`config.mk`:
```
export PLATFORM = sky130hd
export DESIGN_NAME = seg_scan_capture
export DESIGN_NICKNAME = d
export VERILOG_FILES = /design/src/rtl/seg_scan_capture.sv
export SDC_FILE = /design/constraint.sdc
export NUM_CORES = 1
export LEC_CHECK = 0
export CAP_MARGIN = 5
export CORE_MARGIN = 2
export CORE_UTILIZATION = 56
export DETAILED_ROUTE_END_ITERATION = 10
export PLACE_DENSITY = 0.75
export SETUP_SLACK_MARGIN = 0.2
export SLEW_MARGIN = 20
export SYNTH_ARGS = -nofsm -noshare
export SYNTH_HDL_FRONTEND = slang
export SYNTH_SLANG_ARGS = --single-unit
export TNS_END_PERCENT = 100
```
`constraint.sdc`:
```
create_clock -name clk -period 7.05 [get_ports clk]
set_clock_uncertainty 0.15 [all_clocks]
set_input_delay 1.41 -clock clk [delete_from_list [all_inputs] [get_ports clk]]
set_output_delay 1.41 -clock clk [all_outputs]
set_load 0.01 [all_outputs]
```
`src/rtl/seg_scan_capture.sv`:
```
// Receive-side monitor for the multiplexed seven-segment bus: captures each digit once stable
// and presents complete frames on a valid/ready interface. Optional: SEG_SCAN_DECODE_EN adds frame_char.
module seg_scan_capture #(
    parameter int NUM_DIGITS    = 7,
    parameter int SETTLE_CYCLES = 16
) (
    input  logic                    clk,
    input  logic                    rst_n,
    input  logic [NUM_DIGITS-1:0]   trans_in,
    input  logic [6:0]              seg_in,
    output logic [NUM_DIGITS*7-1:0] frame_seg,
    output logic [NUM_DIGITS-1:0]   frame_blank,
    output logic                    frame_valid,
    input  logic                    frame_ready,
    output logic                    overrun,
    output logic                    sel_err
`ifdef SEG_SCAN_DECODE_EN
    ,
    output logic [NUM_DIGITS*7-1:0] frame_char
`endif
);

    localparam int                SEG_W      = 7;
    localparam int                FRAME_W    = NUM_DIGITS * SEG_W;
    localparam logic [15:0]       SETTLE_MAX = 16'(SETTLE_CYCLES);
    localparam logic [15:0]       SETTLE_M1  = 16'(SETTLE_CYCLES - 1);
    localparam logic [NUM_DIGITS-1:0] ALL_SEEN = {NUM_DIGITS{1'b1}};

    logic [NUM_DIGITS-1:0] trans_s1, trans_s2, trans_prev;
    logic [SEG_W-1:0]      seg_s1, seg_s2, seg_prev;
    logic [15:0]           settle_cnt;
    logic                  armed;
    logic [NUM_DIGITS-1:0] seen;
    logic [FRAME_W-1:0]    shadow;

    logic                  bus_changed, sample, capture, illegal, frame_done;
    logic [NUM_DIGITS-1:0] sel_low, digit_hit, seen_next, blank_next;
    logic [FRAME_W-1:0]    shadow_next;

    // The collector's COMPLETE state is transient: it is entered and left within the
    // completion cycle, so it reduces to the frame_done strobe below.
    always_comb begin
        bus_changed = (trans_s2 != trans_prev) || (seg_s2 != seg_prev);
        sample      = armed && !bus_changed && (settle_cnt == SETTLE_M1);
        sel_low     = ~trans_s2;
        for (int i = 0; i < NUM_DIGITS; i++) digit_hit[i] = sel_low[NUM_DIGITS-1-i];
        capture     = sample && $onehot(sel_low);
        illegal     = sample && (sel_low != '0) && !$onehot(sel_low);
        // NOTE: defaults first so every path assigns every output; no latches are inferred.
        shadow_next = shadow;
        seen_next   = seen;
        if (capture) begin
            for (int i = 0; i < NUM_DIGITS; i++)
                if (digit_hit[i]) shadow_next[i*SEG_W +: SEG_W] = seg_s2;
            seen_next = seen | digit_hit;
        end
        frame_done = capture && (seen_next == ALL_SEEN);
        for (int i = 0; i < NUM_DIGITS; i++)
            blank_next[i] = (shadow_next[i*SEG_W +: SEG_W] == {SEG_W{1'b1}});
    end

    // NOTE: the shadow registers are small and reset explicitly, so a partial frame can never
    // leak past a reset; sequential state is assigned with <= only.
    always_ff @(posedge clk or negedge rst_n) begin
        if (!rst_n) begin
            trans_s1    <= '1;
            trans_s2    <= '1;
            trans_prev  <= '1;
            seg_s1      <= '1;
            seg_s2      <= '1;
            seg_prev    <= '1;
            settle_cnt  <= '0;
            armed       <= 1'b1;
            seen        <= '0;
            shadow      <= '1;
            frame_seg   <= '1;
            frame_blank <= '1;
            frame_valid <= 1'b0;
            overrun     <= 1'b0;
            sel_err     <= 1'b0;
        end else begin
            trans_s1   <= trans_in;
            trans_s2   <= trans_s1;
            trans_prev <= trans_s2;
            seg_s1     <= seg_in;
            seg_s2     <= seg_s1;
            seg_prev   <= seg_s2;

            if (bus_changed) begin
                settle_cnt <= '0;
                armed      <= 1'b1;
            end else begin
                if (settle_cnt != SETTLE_MAX) settle_cnt <= settle_cnt + 16'd1;
                if (sample) armed <= 1'b0;
            end

            sel_err <= illegal;
            overrun <= 1'b0;
            shadow  <= shadow_next;
            seen    <= (illegal || frame_done) ? '0 : seen_next;

            if (frame_done) begin
                if (!frame_valid || frame_ready) begin
                    frame_seg   <= shadow_next;
                    frame_blank <= blank_next;
                    frame_valid <= 1'b1;
                end else begin
                    overrun <= 1'b1;
                end
            end else if (frame_valid && frame_ready) begin
                frame_valid <= 1'b0;
            end
        end
    end

`ifdef SEG_SCAN_DECODE_EN
    function automatic logic [6:0] decode_glyph(input logic [6:0] seg);
        case (seg)
            7'h40: return 7'd0;   7'h79: return 7'd1;
            7'h24: return 7'd2;   7'h30: return 7'd3;
            7'h19: return 7'd4;   7'h12: return 7'd5;
            7'h02: return 7'd6;   7'h78: return 7'd7;
            7'h00: return 7'd8;   7'h10: return 7'd9;
            7'h08: return 7'd10;  7'h03: return 7'd11;
            7'h46: return 7'd12;  7'h21: return 7'd13;
            7'h06: return 7'd14;  7'h0E: return 7'd15;
            7'h7F: return 7'h7F;
            default: return 7'h7E;
        endcase
    endfunction

    logic [FRAME_W-1:0] char_next;

    always_comb begin
        for (int i = 0; i < NUM_DIGITS; i++)
            char_next[i*SEG_W +: SEG_W] = decode_glyph(shadow_next[i*SEG_W +: SEG_W]);
    end

    // Loaded under exactly the same condition as frame_seg so the two stay in step.
    always_ff @(posedge clk or negedge rst_n) begin
        if (!rst_n) frame_char <= '1;
        else if (frame_done && (!frame_valid || frame_ready)) frame_char <= char_next;
    end
`endif

endmodule

```
==> After elaboration in Yosys (flattened, before gate mapping) <==
Index checks and enable logic that the tools add are counted.
{ "op_classes": {"n_addsub": 7, "n_reduce_logical": 19, "mux": 19, "eq_ne": 14, "bitwise": 2} }
{ "ops": {"columns": ["op", "count"], "rows": [
  ["$mux 7", 9],
  ["$eq 7x7->1 const B", 8],
  ["$mux 49", 1],
  ["$mux 16", 2],
  ["$add 16x1->16 const B", 1],
  ["$eq 16x4->1 const B", 1],
  ["$ne 16x5->1 const B", 1],
  ["$ne 7x7->1", 2],
  ["$logic_and 1x1->1", 7],
  ["$mux 1", 7],
  ["$not 7->7", 1],
  ["$or 7x7->7", 1],
  ["$reduce_bool 7->1", 1],
  ["$add 1x1->2", 3],
  ["$reduce_bool 2->1", 3],
  ["$reduce_and 2->1", 2],
  ["$add 2x1->3", 1],
  ["$add 2x2->3", 1],
  ["$add 3x3->3", 1],
  ["$eq 3x1->1 const B", 1],
  ["$logic_not 1->1", 3],
  ["$logic_or 1x1->1", 3],
  ["$ne 2x1->1 const B", 1]
]} }
{ "totals": {"in_bits": 17, "reg_bits": 174} }

==> Depth between registers and ports, before layout <==
{ "depth": {"depth_word": 11, "mapped_depth": 12, "depth_no_buf": 10} }

==> Least setup slack after synthesis <==
No wires, ideal clock.
{ "synth_timing": {"kind": "register to register", "from": "register trans_s2[6]", "to": "register frame_seg[10]", "path_slack_ns": 2.487, "arrival_time_ns": 4.328, "path_stages_with_launch": 13, "path_cell_list": "dfstp_2 -> clkbuf_1 -> inv_1 -> fa_1 -> fa_1 -> fa_1 -> or3b_4 -> or3_1 -> or4_4 -> nor3_2 -> buf_4 -> buf_6 -> mux2_1"} }
{ "synth_via": {"elab_chain_cells": 10} }
{ "synth_lines": {"columns": ["element", "line", "text"], "rows": [
  ["start: declaration", "29", "logic [NUM_DIGITS-1:0] trans_s1, trans_s2, trans_prev;"],
  ["start signal: assignment", "83", "trans_s2 <= trans_s1;"],
  ["branches (longest 10 deep; another with $add 2x1->3)", null, null],
  ["end signal: assignment", "104", "frame_seg <= shadow_next;"],
  ["end: declaration", "11", "output logic [NUM_DIGITS*7-1:0] frame_seg,"]
]} }
Parallel ways; which one is timed is not known.
A chain may end at the register's enable or synchronous reset.

==> Final worst setup path <==
{ "layout_timing": {"from": "register trans_s2[3]", "to": "register frame_blank[6]"} }
{ "layout_via": {"elab_chain_cells": 10} }
{ "layout_lines": {"columns": ["element", "line", "text"], "rows": [
  ["$not 7->7 or $ne 7x7->1 (tied branches)", "45, 43", null],
  ["$add 1x1->2 (not written as such) or $logic_or 1x1->1 (tied branches)", "47, 43", null],
  ["$add 2x2->3 (not written as such) or $logic_not 1->1 (tied branches)", "47, 44", null],
  ["$add 3x3->3 (not written as such) or $logic_and 1x1->1 (tied branches)", "47, 44", null],
  ["$eq 3x1->1 or $logic_and 1x1->1 (tied branches)", "47, 44", null],
  ["$logic_and 1x1->1", "47", "capture = sample && $onehot(sel_low);"],
  ["$mux 7", "52", "if (capture) begin"],
  ["$eq 7x7->1", "57", "frame_done = capture && (seen_next == ALL_SEEN);"],
  ["$logic_and 1x1->1", "57", null],
  ["$reduce_and 2->1 (no line)", null, null],
  ["end signal: assignment", "105", "frame_blank <= blank_next;"],
  ["end: declaration", "12", "output logic [NUM_DIGITS-1:0] frame_blank,"]
]} }
Several ways; a longest one is shown, not always the timed one.

==> run_results.csv <==
group,metric,value,unit
synthesis,synthMuxAreaShare,0.2476,
synthesis,syn-cell-area,7787,um^2
clock_network,holdBufCountCts,0,
global_route,grt_use_total,0.2115,
pwr,pwr-share-clk,0.466,
sta,fin_crit_sh,0.7552,
clock_network,cts_tree,"yes",
synthesis,synth-compound-area-share,0.01928,
synthesis,synthFlopType,"dfstp_2",
die,die_h,121.9,um
route,drcViolationCount,0,
global_route,grt_pass1_wl,24040,um
clock_network,cts_root_buffer,"clkbuf_16",
sta,timing.final.ws_setup,1.726,ns
route,firstDrtPassIters,4,
pwr,p_per_area,229.3,nW/um^2
sta,min_period,5.324,ns
synthesis,synthAdderAreaFrac,0.01510,
clock_network,postCtsSetupRepairBufs,0,
synthesis,synth_cell_types,40,
route,routedWlPerCell,18.62,um
pwr,p_int,1.667,mW
critical_path,crit_path_end_kind,"flop",
sta,max_slew.worst_pin.slew,0.9310,ns
synthesis,ys_seq_area_frac,0.5829,
placement,port_buffers,75,
route,postRouteAntennaNets,0,
route,drt_iter0_drc,273,
synthesis,synth-simple-area-share,0.07037,
pwr,ir_drop,168.1,uV
min_path,holdPathStages,0,
critical_path,crit_chain,"fa_1, inv_1, fa_1, fa_1, fa_1, or3b_4, or3_1, or4_4, nor3_4, buf_4, mux2_2",
critical_path,critPathMostFrequentCell,"fa_1",
critical_path,worstSetupEndpoint,"frame_blank[6]$_DFFE_PN1P_",
critical_path,crit_type,"flop to flop",
placement,dpl_cell_area,8586,um^2
global_route,antenna_found_initial,0,
critical_path,setup.worst_path.start,"trans_s2[3]$_DFF_PN1_",
pwr,seqPwrFrac,0.498,
cells_and_area,final_area,9214,um^2
die,start_util,0.5676,
clock_network,cts.clk_slew.worst_paths,0.06,ns
cells_and_area,fill_cells,979,
placement,post-dp-hpwl,9157,um
die,die_area,14870,um^2
clock_network,clk_latency,0.42,ns
synthesis,syn_avg_cell_area,14.67,um^2
cells_and_area,regArea,4539,um^2
synthesis,synth-edff-count,0,
die,die_w,121.9,um
sta,maxSlewViolCount,0,
run_status,outcome,"completed",
clock_network,cts_buffer_depth,2,
route,vias,4402,
pwr,p_leak,3.851,nW
sta,fin_tns_setup,0,ns
sta,relSlewSlack,0.3794,
critical_path,startpoint_type,"flop",
critical_path,max_stage_delay,0.74,ns
clock_network,cts_sinks,174,
route,post_drt_via_cell_ratio,5.572,
die,num_rows,43,
global_route,grt_pass1_vias,4614,
clock_network,htreeDepth,4,
pwr,switching_share,0.2108,
cells_and_area,layout-drive-gt1-share,0.4951,
critical_path,critPathArrivalTime,5.52,ns
cells_and_area,fin_nets,621,
global_route,grt_max_degree,107,
critical_path,r2r-start,"trans_s2[3]$_DFF_PN1_",
cells_and_area,area_delta_synth_final,18.32,%
placement,dp_slack,1.760,ns
pwr,power.switching,445.5,uW
synthesis,synth_seq_cells,174,
clock_network,cts_resized,0,
sta,setup_viol,0,
cells_and_area,diodes,0,
synthesis,synth_fp_nets,555,
cells_and_area,multi_input_area,2987,um^2
min_path,hold_class,"flop to flop",
synthesis,synth_xor_area_frac,0.03037,
critical_path,r2r_slack,1.73,ns
critical_path,crit_required,7.25,ns
placement,gp_congestion,0.8131,
synthesis,synthArstFlopShare,1.000,
critical_path,r2r_end,"frame_blank[6]$_DFFE_PN1P_",
sta,rsz0062_at_grt,"no",
synthesis,yosys_warnings,0,
die,core_area,13720,um^2
critical_path,reg2regPathDepth,11,
pwr,p_comb_frac,0.036,
synthesis,syn_inst,531,
critical_path,crit_path_top_delay_cell,"dfstp_2",
critical_path,worst-path-max-fanout,56,
route,routed_wl,14710,um
sta,timing.fmax,0.1878,GHz
die,ios,76,
synthesis,synth_top_family_by_area,"multiplexers",
clock_network,cts-buffers-inserted,17,
flow_run,drv_cap,0,
global_route,grt_overflow,0,
sta,hold_viol_final,0,
cells in the mapped netlist (all sizes together), types with 7 or more instances:
| cell type | number | area (um^2) |
|---|---|---|
| mux2 | 154 | 1918 |
| dfstp | 148 | 3889 |
| dfrtp | 26 | 650.6 |
| nand4 | 23 | 143.9 |
| nor2 | 21 | 78.83 |
| inv | 18 | 67.56 |
| xnor2 | 18 | 157.7 |
| buf | 15 | 143.9 |
| clkbuf | 15 | 56.30 |
| or3 | 12 | 75.07 |
| nand2 | 10 | 37.54 |
| xor2 | 9 | 78.83 |
| nand3 | 8 | 40.04 |
| a21boi | 7 | 52.55 |
| nor4 | 7 | 43.79 |
| o22ai | 7 | 43.79 |
layout by cell type, fill, tap and decap left out, types with 8 or more instances in the layout:
| cell type | count |
|---|---|
| nand2_1 | 10 |
| mux2_2 | 65 |
| xnor2_1 | 18 |
| dfrtp_1 | 26 |
| inv_1 | 18 |
| clkdlybuf4s50_1 | 74 |
| nand4_1 | 23 |
| mux2_4 | 49 |
| nor2_1 | 21 |
| nand3_1 | 8 |
| or3_1 | 12 |
| dfstp_2 | 148 |
| mux2_1 | 40 |
| xor2_1 | 9 |
| clkbuf_16 | 17 |
cell families after synthesis:
kind of cell             count (synthesis)
multiplexers                           155
buffers and inverters                   48
adder cells (fa/ha/maj)                  7
AND/OR/NAND/NOR                         98
flip-flops                             174
XOR/XNOR                                27
AO/OA/AOI/OAI                           22
power by group through the flow:
| stage | Combinational [mW] | Clock [mW] | Sequential, mW |
|---|---|---|---|
| final | 0.0751 | 0.986 | 1.05 |
| after global routing | 0.0841 | 1.05 | 1.05 |
| after detailed placement | 0.0758 | 0 | 1.07 |
| after global placement | 0.0738 | 0 | 1.07 |
| after CTS | 0.0763 | 1.01 | 1.05 |
| after floorplan | 0.0496 | 0 | 1.05 |
through the flow:
stage / total power [mW] / utilization / cells / hold WS, ns
2_1_floorplan: 1.097 / - / 531 / 0.1952
6_report: 2.113 / 0.6716 / 790 / 0.2054
3_5_place_dp: 1.143 / 0.6258 / 758 / 0.1973
4_1_cts: 2.135 / 0.6716 / 790 / 0.2068
3_3_place_gp: 1.140 / 0.6258 / 758 / 0.1956
5_1_grt: 2.189 / 0.6716 / 790 / 0.2084
worst max-delay path, delay by kind of cell, from the launching register on:
kind / cells / cell delay, ns
buf+inv: 2 / 0.72
simple gates: 4 / 1.44
fa+ha+maj: 4 / 1.76
flops: 1 / 0.74
mux: 1 / 0.41
layout make-up:
type	instances	area share
clock buffers	19	0.04807
flip-flops and latches	174	0.4927
multi-input cells	309	0.3241
repair buffers	77	0.08324
clock inverters	13	0.02010
inverters	18	0.007333
well taps	180	0.02444
per-layer routing:
metal / wire length, um / track usage / vias to the layer above / part of all wire
met3: 500 / 0.04916 / 21 / 0.034
met5: 0 / 0 / - / 0
met2: 6983 / 0.3328 / 96 / 0.47
met1: 6991 / 0.2944 / 2284 / 0.48
li1: - / - / 2001 / -
met4: 235 / 0.06537 / 0 / 0.016
state kept, by name, summed over array words and instances, names as in the netlist:
register,count
seg_s1,7
frame_valid,1
frame_blank,7
trans_prev,7
seen,7
trans_s1,7
shadow,49
armed,1
seg_prev,7
seg_s2,7
sel_err,1
settle_cnt,16
trans_s2,7
frame_seg,49
overrun,1
worst min-delay path by stage:
stage,start,to,slack [ns]
3_3_place_gp,seg_s1[5]$_DFF_PN1_,seg_s2[5]$_DFF_PN1_,0.20
6_report,seg_s1[5]$_DFF_PN1_,seg_s2[5]$_DFF_PN1_,0.21
2_1_floorplan,seg_s1[0]$_DFF_PN1_,seg_s2[0]$_DFF_PN1_,0.20
5_1_grt,seg_s1[4]$_DFF_PN1_,seg_s2[4]$_DFF_PN1_,0.21
4_1_cts,seg_s1[5]$_DFF_PN1_,seg_s2[5]$_DFF_PN1_,0.21
3_5_place_dp,seg_s1[5]$_DFF_PN1_,seg_s2[5]$_DFF_PN1_,0.20
No activity file was read; power rests on OpenSTA's default activity.
